===== src/rtl/signal_gen_ctrl_pkg.sv =====
// Shared types and host register map for the
// signal generator controller.
package signal_gen_ctrl_pkg;

  typedef enum logic [1:0] {
    S_IDLE = 2'd0,
    S_LOAD = 2'd1,
    S_RUN  = 2'd2,
    S_SWAP = 2'd3
  } state_e;

  localparam int MSG_WORDS_DEF = 5;

  localparam int A_SV       = 0;
  localparam int A_FCARR_LO = 1;
  localparam int A_FCARR_HI = 2;
  localparam int A_FCODE_LO = 3;
  localparam int A_FCODE_HI = 4;
  localparam int A_PCAR_LO  = 5;
  localparam int A_PCAR_HI  = 6;
  localparam int A_PCOD_LO  = 7;
  localparam int A_PCOD_HI  = 8;
  localparam int A_CODECNT  = 9;
  localparam int A_NAVI     = 10;
  localparam int A_MSG      = 11;
  localparam int A_FLAGS    = 31;

endpackage


===== src/rtl/signal_gen_ctrl_msg_dbuf.sv =====
// Pending/active navigation message double buffer.
// Pending is host-written in 32-bit halves; copy moves it to active.
module msg_dbuf
  import signal_gen_ctrl_pkg::*;
#(
  parameter int MSG_WORDS = MSG_WORDS_DEF,
  parameter int HW = $clog2(2 * MSG_WORDS)
) (
  input  logic                     clk_i,
  input  logic                     rst_i,
  input  logic                     wr_en_i,
  input  logic [HW-1:0]            wr_idx_i,
  input  logic [31:0]              wr_data_i,
  input  logic                     commit_i,
  input  logic                     copy_i,
  output logic                     valid_o,
  output logic                     overwrite_o,
  output logic [64*MSG_WORDS-1:0]  active_o
);

  logic [2*MSG_WORDS-1:0][31:0] pend_q;
  logic [64*MSG_WORDS-1:0]      act_q;
  logic                         valid_q;
  logic                         valid_d;

  // A commit landing on the copy cycle re-arms the buffer.
  always_comb begin
    valid_d = valid_q;
    if (copy_i) begin
      valid_d = commit_i;
    end else if (commit_i) begin
      valid_d = 1'b1;
    end
  end

  always_ff @(posedge clk_i) begin
    if (rst_i) begin
      pend_q  <= '0;
      act_q   <= '0;
      valid_q <= 1'b0;
    end else begin
      if (wr_en_i) pend_q[wr_idx_i] <= wr_data_i;
      if (copy_i) act_q <= pend_q;
      valid_q <= valid_d;
    end
  end

  assign valid_o     = valid_q;
  assign overwrite_o = commit_i & valid_q & ~copy_i;
  assign active_o    = act_q;

endmodule


===== src/rtl/signal_gen_ctrl.sv =====
// Host controller for the signal generator: config registers,
// run FSM and subframe-synchronous message hand-off.
module signal_gen_ctrl
  import signal_gen_ctrl_pkg::*;
#(
  parameter int MSG_WORDS = MSG_WORDS_DEF,
  parameter int AW = 5
) (
  input  logic                    clk,
  input  logic                    rst,
  input  logic                    wr_en,
  input  logic [AW-1:0]           wr_addr,
  input  logic [31:0]             wr_data,
  input  logic                    start,
  input  logic                    stop,
  input  logic                    msg_commit,
  input  logic                    time6s_sign,
  output logic                    send_en,
  output logic [5:0]              sv_num,
  output logic [61:0]             fcarr_control,
  output logic [61:0]             fcode_control,
  output logic [62:0]             phase_init_carrier,
  output logic [62:0]             phase_init_code,
  output logic [14:0]             phase_init_navidata,
  output logic [8:0]              address_init_navidata,
  output logic [9:0]              code_cnt_init,
  output logic [64*MSG_WORDS-1:0] message_flat,
  output logic                    shut_time6s_sign,
  output logic                    msg_req,
  output logic [1:0]              state_o,
  output logic                    underrun,
  output logic                    overwrite,
  output logic                    cmd_err
);

  localparam int HW = $clog2(2 * MSG_WORDS);

  state_e      state_q;
  logic        send_q, shut_q, req_q, t6_q;
  logic        underrun_q, overwrite_q, cmd_err_q;
  logic [5:0]  sv_q;
  logic [61:0] fcarr_q, fcode_q;
  logic [62:0] pcar_q, pcod_q;
  logic [14:0] pnav_q;
  logic [8:0]  anav_q;
  logic [9:0]  ccnt_q;

  logic [31:0]   addr_w;
  logic [HW-1:0] msg_idx;
  logic cfg_wr, cfg_ok, msg_wr, clr_wr;
  logic pend_valid, ovw_w, copy_w, edge_w;

  assign addr_w  = 32'(wr_addr);
  assign msg_idx = HW'(addr_w - 32'(A_MSG));
  assign cfg_wr  = wr_en && (addr_w <= 32'(A_NAVI));
  assign cfg_ok  = cfg_wr && (state_q == S_IDLE);
  assign msg_wr  = wr_en && (addr_w >= 32'(A_MSG))
                && (addr_w < 32'(A_MSG + 2 * MSG_WORDS));
  assign clr_wr  = wr_en && (addr_w == 32'(A_FLAGS)) && wr_data[0];
  assign edge_w  = time6s_sign & ~t6_q;
  assign copy_w  = !stop && pend_valid
                && (state_q == S_LOAD || state_q == S_SWAP);

  msg_dbuf #(.MSG_WORDS(MSG_WORDS)) u_dbuf (
    .clk_i       (clk),
    .rst_i       (rst),
    .wr_en_i     (msg_wr),
    .wr_idx_i    (msg_idx),
    .wr_data_i   (wr_data),
    .commit_i    (msg_commit),
    .copy_i      (copy_w),
    .valid_o     (pend_valid),
    .overwrite_o (ovw_w),
    .active_o    (message_flat)
  );

  always_ff @(posedge clk) begin
    if (rst) begin
      sv_q    <= '0;
      fcarr_q <= '0;
      fcode_q <= '0;
      pcar_q  <= '0;
      pcod_q  <= '0;
      pnav_q  <= '0;
      anav_q  <= '0;
      ccnt_q  <= '0;
    end else if (cfg_ok) begin
      case (addr_w)
        32'(A_SV):       sv_q          <= wr_data[5:0];
        32'(A_FCARR_LO): fcarr_q[31:0] <= wr_data;
        32'(A_FCARR_HI): fcarr_q[61:32] <= wr_data[29:0];
        32'(A_FCODE_LO): fcode_q[31:0] <= wr_data;
        32'(A_FCODE_HI): fcode_q[61:32] <= wr_data[29:0];
        32'(A_PCAR_LO):  pcar_q[31:0]  <= wr_data;
        32'(A_PCAR_HI):  pcar_q[62:32] <= wr_data[30:0];
        32'(A_PCOD_LO):  pcod_q[31:0]  <= wr_data;
        32'(A_PCOD_HI):  pcod_q[62:32] <= wr_data[30:0];
        32'(A_CODECNT): begin
          ccnt_q <= wr_data[18:9];
          anav_q <= wr_data[8:0];
        end
        32'(A_NAVI):     pnav_q        <= wr_data[14:0];
        default: ;
      endcase
    end
  end

  // Flag clear comes first so a same-cycle set still sticks.
  always_ff @(posedge clk) begin
    if (rst) begin
      state_q     <= S_IDLE;
      send_q      <= 1'b0;
      shut_q      <= 1'b0;
      req_q       <= 1'b0;
      t6_q        <= 1'b0;
      underrun_q  <= 1'b0;
      overwrite_q <= 1'b0;
      cmd_err_q   <= 1'b0;
    end else begin
      t6_q   <= time6s_sign;
      shut_q <= 1'b0;
      req_q  <= 1'b0;
      if (clr_wr) begin
        underrun_q  <= 1'b0;
        overwrite_q <= 1'b0;
        cmd_err_q   <= 1'b0;
      end
      if (cfg_wr && state_q != S_IDLE) cmd_err_q <= 1'b1;
      if (ovw_w) overwrite_q <= 1'b1;
      unique case (state_q)
        S_IDLE: begin
          if (start && !stop) begin
            if (pend_valid) begin
              state_q <= S_LOAD;
              req_q   <= 1'b1;
            end else begin
              cmd_err_q <= 1'b1;
            end
          end
        end
        S_LOAD: begin
          if (stop) begin
            state_q <= S_IDLE;
          end else begin
            state_q <= S_RUN;
            send_q  <= 1'b1;
          end
        end
        S_RUN: begin
          if (stop) begin
            state_q <= S_IDLE;
            send_q  <= 1'b0;
          end else if (edge_w) begin
            state_q <= S_SWAP;
            shut_q  <= 1'b1;
            req_q   <= 1'b1;
          end
        end
        S_SWAP: begin
          if (stop) begin
            state_q <= S_IDLE;
            send_q  <= 1'b0;
          end else begin
            state_q <= S_RUN;
            if (!pend_valid) underrun_q <= 1'b1;
          end
        end
      endcase
    end
  end

  assign send_en               = send_q;
  assign shut_time6s_sign      = shut_q;
  assign msg_req               = req_q;
  assign state_o               = state_q;
  assign underrun              = underrun_q;
  assign overwrite             = overwrite_q;
  assign cmd_err               = cmd_err_q;
  assign sv_num                = sv_q;
  assign fcarr_control         = fcarr_q;
  assign fcode_control         = fcode_q;
  assign phase_init_carrier    = pcar_q;
  assign phase_init_code       = pcod_q;
  assign phase_init_navidata   = pnav_q;
  assign address_init_navidata = anav_q;
  assign code_cnt_init         = ccnt_q;

endmodule


===== config.mk =====
export PLATFORM = sky130hd
export DESIGN_NAME = signal_gen_ctrl
export DESIGN_NICKNAME = d
export VERILOG_FILES = /design/src/rtl/signal_gen_ctrl_pkg.sv /design/src/rtl/signal_gen_ctrl_msg_dbuf.sv /design/src/rtl/signal_gen_ctrl.sv
export SDC_FILE = /design/constraint.sdc
export NUM_CORES = 2
export LEC_CHECK = 0
export ABC_AREA = 1
export BUFFER_PORTS_ARGS = -buffer_cell sky130_fd_sc_hd__buf_2
export CAP_MARGIN = 10
export CORE_AREA = 2 2 304 306
export CTS_BUF_LIST = sky130_fd_sc_hd__clkbuf_8
export CTS_CLUSTER_SIZE = 28
export DETAILED_ROUTE_END_ITERATION = 6
export DIE_AREA = 0 0 306 308
export PLACE_DENSITY = 0.57
export SLEW_MARGIN = 20
export SYNTH_ARGS = -nofsm -noshare
export SYNTH_HDL_FRONTEND = slang
export SYNTH_SLANG_ARGS = --single-unit

===== constraint.sdc =====
create_clock -name clk -period 3.1 [get_ports clk]
set_clock_uncertainty 0.15 [all_clocks]
set_input_delay 0.93 -clock clk [delete_from_list [all_inputs] [get_ports clk]]
set_output_delay 0.93 -clock clk [all_outputs]
set_load 0.01 [all_outputs]

==> results.yml <==
power_and_ir_drop:
  power.density_nw_per_um2: 571
  power.leakage_nw: 19.6
  report.power.total_mw: 25.1
  max-vdd-ir-drop_mv: 0.367
timing:
  finalCritPeriodShare_pct: 82.7
  setup_viol: 0
  min_period_ps: 2560
  fmax_mhz: 390
  drv_slew: 0
  rsz0062_at_grt: "false"
  max-slew-margin-rel_pct: 16.5
  setup_tns_ps: 0
  hold_slack_ps: 150
  worstMarginPinSlew_ps: 1250
  hold_viol_final: 0
detailed_routing:
  ant_nets: 0
  vias: 35200
  wl_per_cell_um: 20.9
  drc: 0
  first_pass_iters: 6
  routed_wl_um: 143000
  drt_iter0_markers: 3305
  vias_per_cell: 5.15
floorplanning:
  start_util_pct: 39.7
  die_x_um: 306
  rows: 111
  core_um2: 91000
  die_area_um2: 94200
  die_h_um: 308
  ios: 662
status:
  status: "completed"
worst_hold_path:
  hold_path.startpoint: "time6s_sign"
  holdPathStages: 3
  hp-class: "input port to flop"
  min_to: "t6_q$_SDFF_PP0_"
critical_path:
  worstReg2RegStart: "state_o[0]$_SDFFE_PP0P_"
  critical_path_class: "flop to primary output"
  worst-r2r-setup-slack_ps: 740
  critical_path_arrival_ps: 1480
  cp_max_fo: 4
  critPathLaunch: "state_o[1]$_SDFFE_PP0P_"
  critical_path_required_ps: 2020
  worst_setup_path_end_kind: "primary output"
  r2r-end: "phase_init_navidata[10]$_SDFFE_PP0P_"
  reg2reg_depth: 9
  cp-start-kind: "flop"
clocking:
  clock_path_buffers: 3
  cts_tree: "yes"
  clkTransAtPathRegs_ps: 60
  cts_buffers: 159
  clkSinkCount: 940
  cts_hold_buffers: 0
  htreeDepth: 4
  postCtsSetupBuffers: 0
  cts-resized-gates: 0
  cts_root_buffer: "clkbuf_8"
  clk_latency_ps: 850
logic_synthesis:
  synth-seq-cells: 940
  ys_seq_area_share_pct: 52.2
  ys_warn_count: 0
  yosysUniqueCellTypes: 20
  synth_top_cell_by_area: "dfxtp_1"
  synth_area_leaders: "dfxtp_1, nor2_1, nand2_1"
  syn_avg_cell_area_um2: 7.20
  synth_top_area_share_pct: 52.2
  syn_inst: 5014
  syn_area_um2: 36100
  syn_nets: 5058
grt:
  grt_pass1_wl_um: 208000
  grt_pass1_vias: 31900
  grt_antenna_before_repair: 9
  grt_usage_pct: 29.3
  overflow: 0
  grt_max_degree: 215
finish:
  syn_to_final_growth_pct: 22.0
  nets: 5569
  drive_gt1_share_pct: 18.8
place:
  hpwl_um: 89300
  portBuffers: 661
  gp_congestion: 0.835
job:
  maxCapViolCount: 0
-- flip-flops by register name (all words and copies together), names as in the netlist --
name / cells
phase_init_carrier: 63
msg_req: 1
cmd_err: 1
t6_q: 1
fcode_control: 62
address_init_navidata: 9
u_dbuf.valid_o: 1
phase_init_code: 63
fcarr_control: 62
code_cnt_init: 10
phase_init_navidata: 15
underrun: 1
send_en: 1
sv_num: 6
u_dbuf.active_o: 320
u_dbuf.pend_q: 320
overwrite: 1
state_o: 2
shut_time6s_sign: 1
-- worst max-delay path by stage --
stage,end,slack (ps),depth (start not counted)
3_3_place_gp,phase_init_navidata[8]$_SDFFE_PP0P_,330,9
5_1_grt,state_o[1],450,2
6_report,state_o[1],540,2
4_1_cts,state_o[1],480,2
3_5_place_dp,phase_init_navidata[14]$_SDFFE_PP0P_,290,9
2_1_floorplan,u_dbuf.pend_q[179]$_SDFFE_PP0P_,730,9
-- layer usage --
metal / vias up / global-route usage [%] / routed length, um
li1: 17100 / - / -
met1: 16500 / 38.2 / 60800
met2: 1362 / 45.5 / 64400
met3: 285 / 6.78 / 11000
met4: 4 / 14.8 / 7000
met5: - / 0 / 18
-- cells by family (layout without fill, tap and decap cells) --
family	Yosys count	count (layout)	share of synthesized area, %
AO/OA/AOI/OAI	358	358	4.97
flip-flops	940	940	52.2
other	0	6	0
AND/OR/NAND/NOR	3104	3104	36.1
buffers and inverters	612	1242	6.80
-- cell usage after synthesis, drive strengths merged --
master	instances
nor2	1263
nor3	3
nand2	1037
a31oi	1
inv	172
dfxtp	940
a21oi	324
or2	1
clkbuf	225
buf	215
nand4	257
o21ai	33
nand3	543
-- through the flow --
step	utilization [%]	setup slack, ps	cell area [um2]	std cells
2_1_floorplan	-	730	36100	5014
3_3_place_gp	44.8	330	40800	6550
3_5_place_dp	44.8	285	40800	6550
4_1_cts	48.4	479	44000	6830
5_1_grt	48.4	450	44000	6831
6_report	48.4	536	44000	6836
-- cells in the final DEF, fill, tap and decap left out, drive strengths merged --
cell type / count
diode: 6
buf: 789
nand4: 257
a31oi: 1
or2: 1
clkinv: 15
nor2: 1263
nor3: 3
nand2: 1037
nand3: 543
dfxtp: 940
a21oi: 324
clkinvlp: 4
bufinv: 1
inv: 226
clkbuf: 207
o21ai: 33
-- critical path, cell delays in order, from the launching register on --
cell and delay (ps):
dfxtp_1 340, buf_4 160, buf_2 140
-- area by class of cell --
type	count	area (um2)
multi-input cells	3462	14900
fillers	9311	46900
clock buffers	206	2840
repair buffers	790	4900
inverters	172	653
clock inverters	74	412
diodes	6	15.0
well taps	1186	1480
flip-flops and latches	940	18800
-- power breakdown --
group	leakage, nW	total (mW)	switching (mW)	internal [mW]
Combinational	10.1	1.63	1.26	0.373
Sequential	7.58	12.2	0.0536	12.2
Clock	1.86	11.3	5.22	6.06
Power figures use the tool's default switching activity.
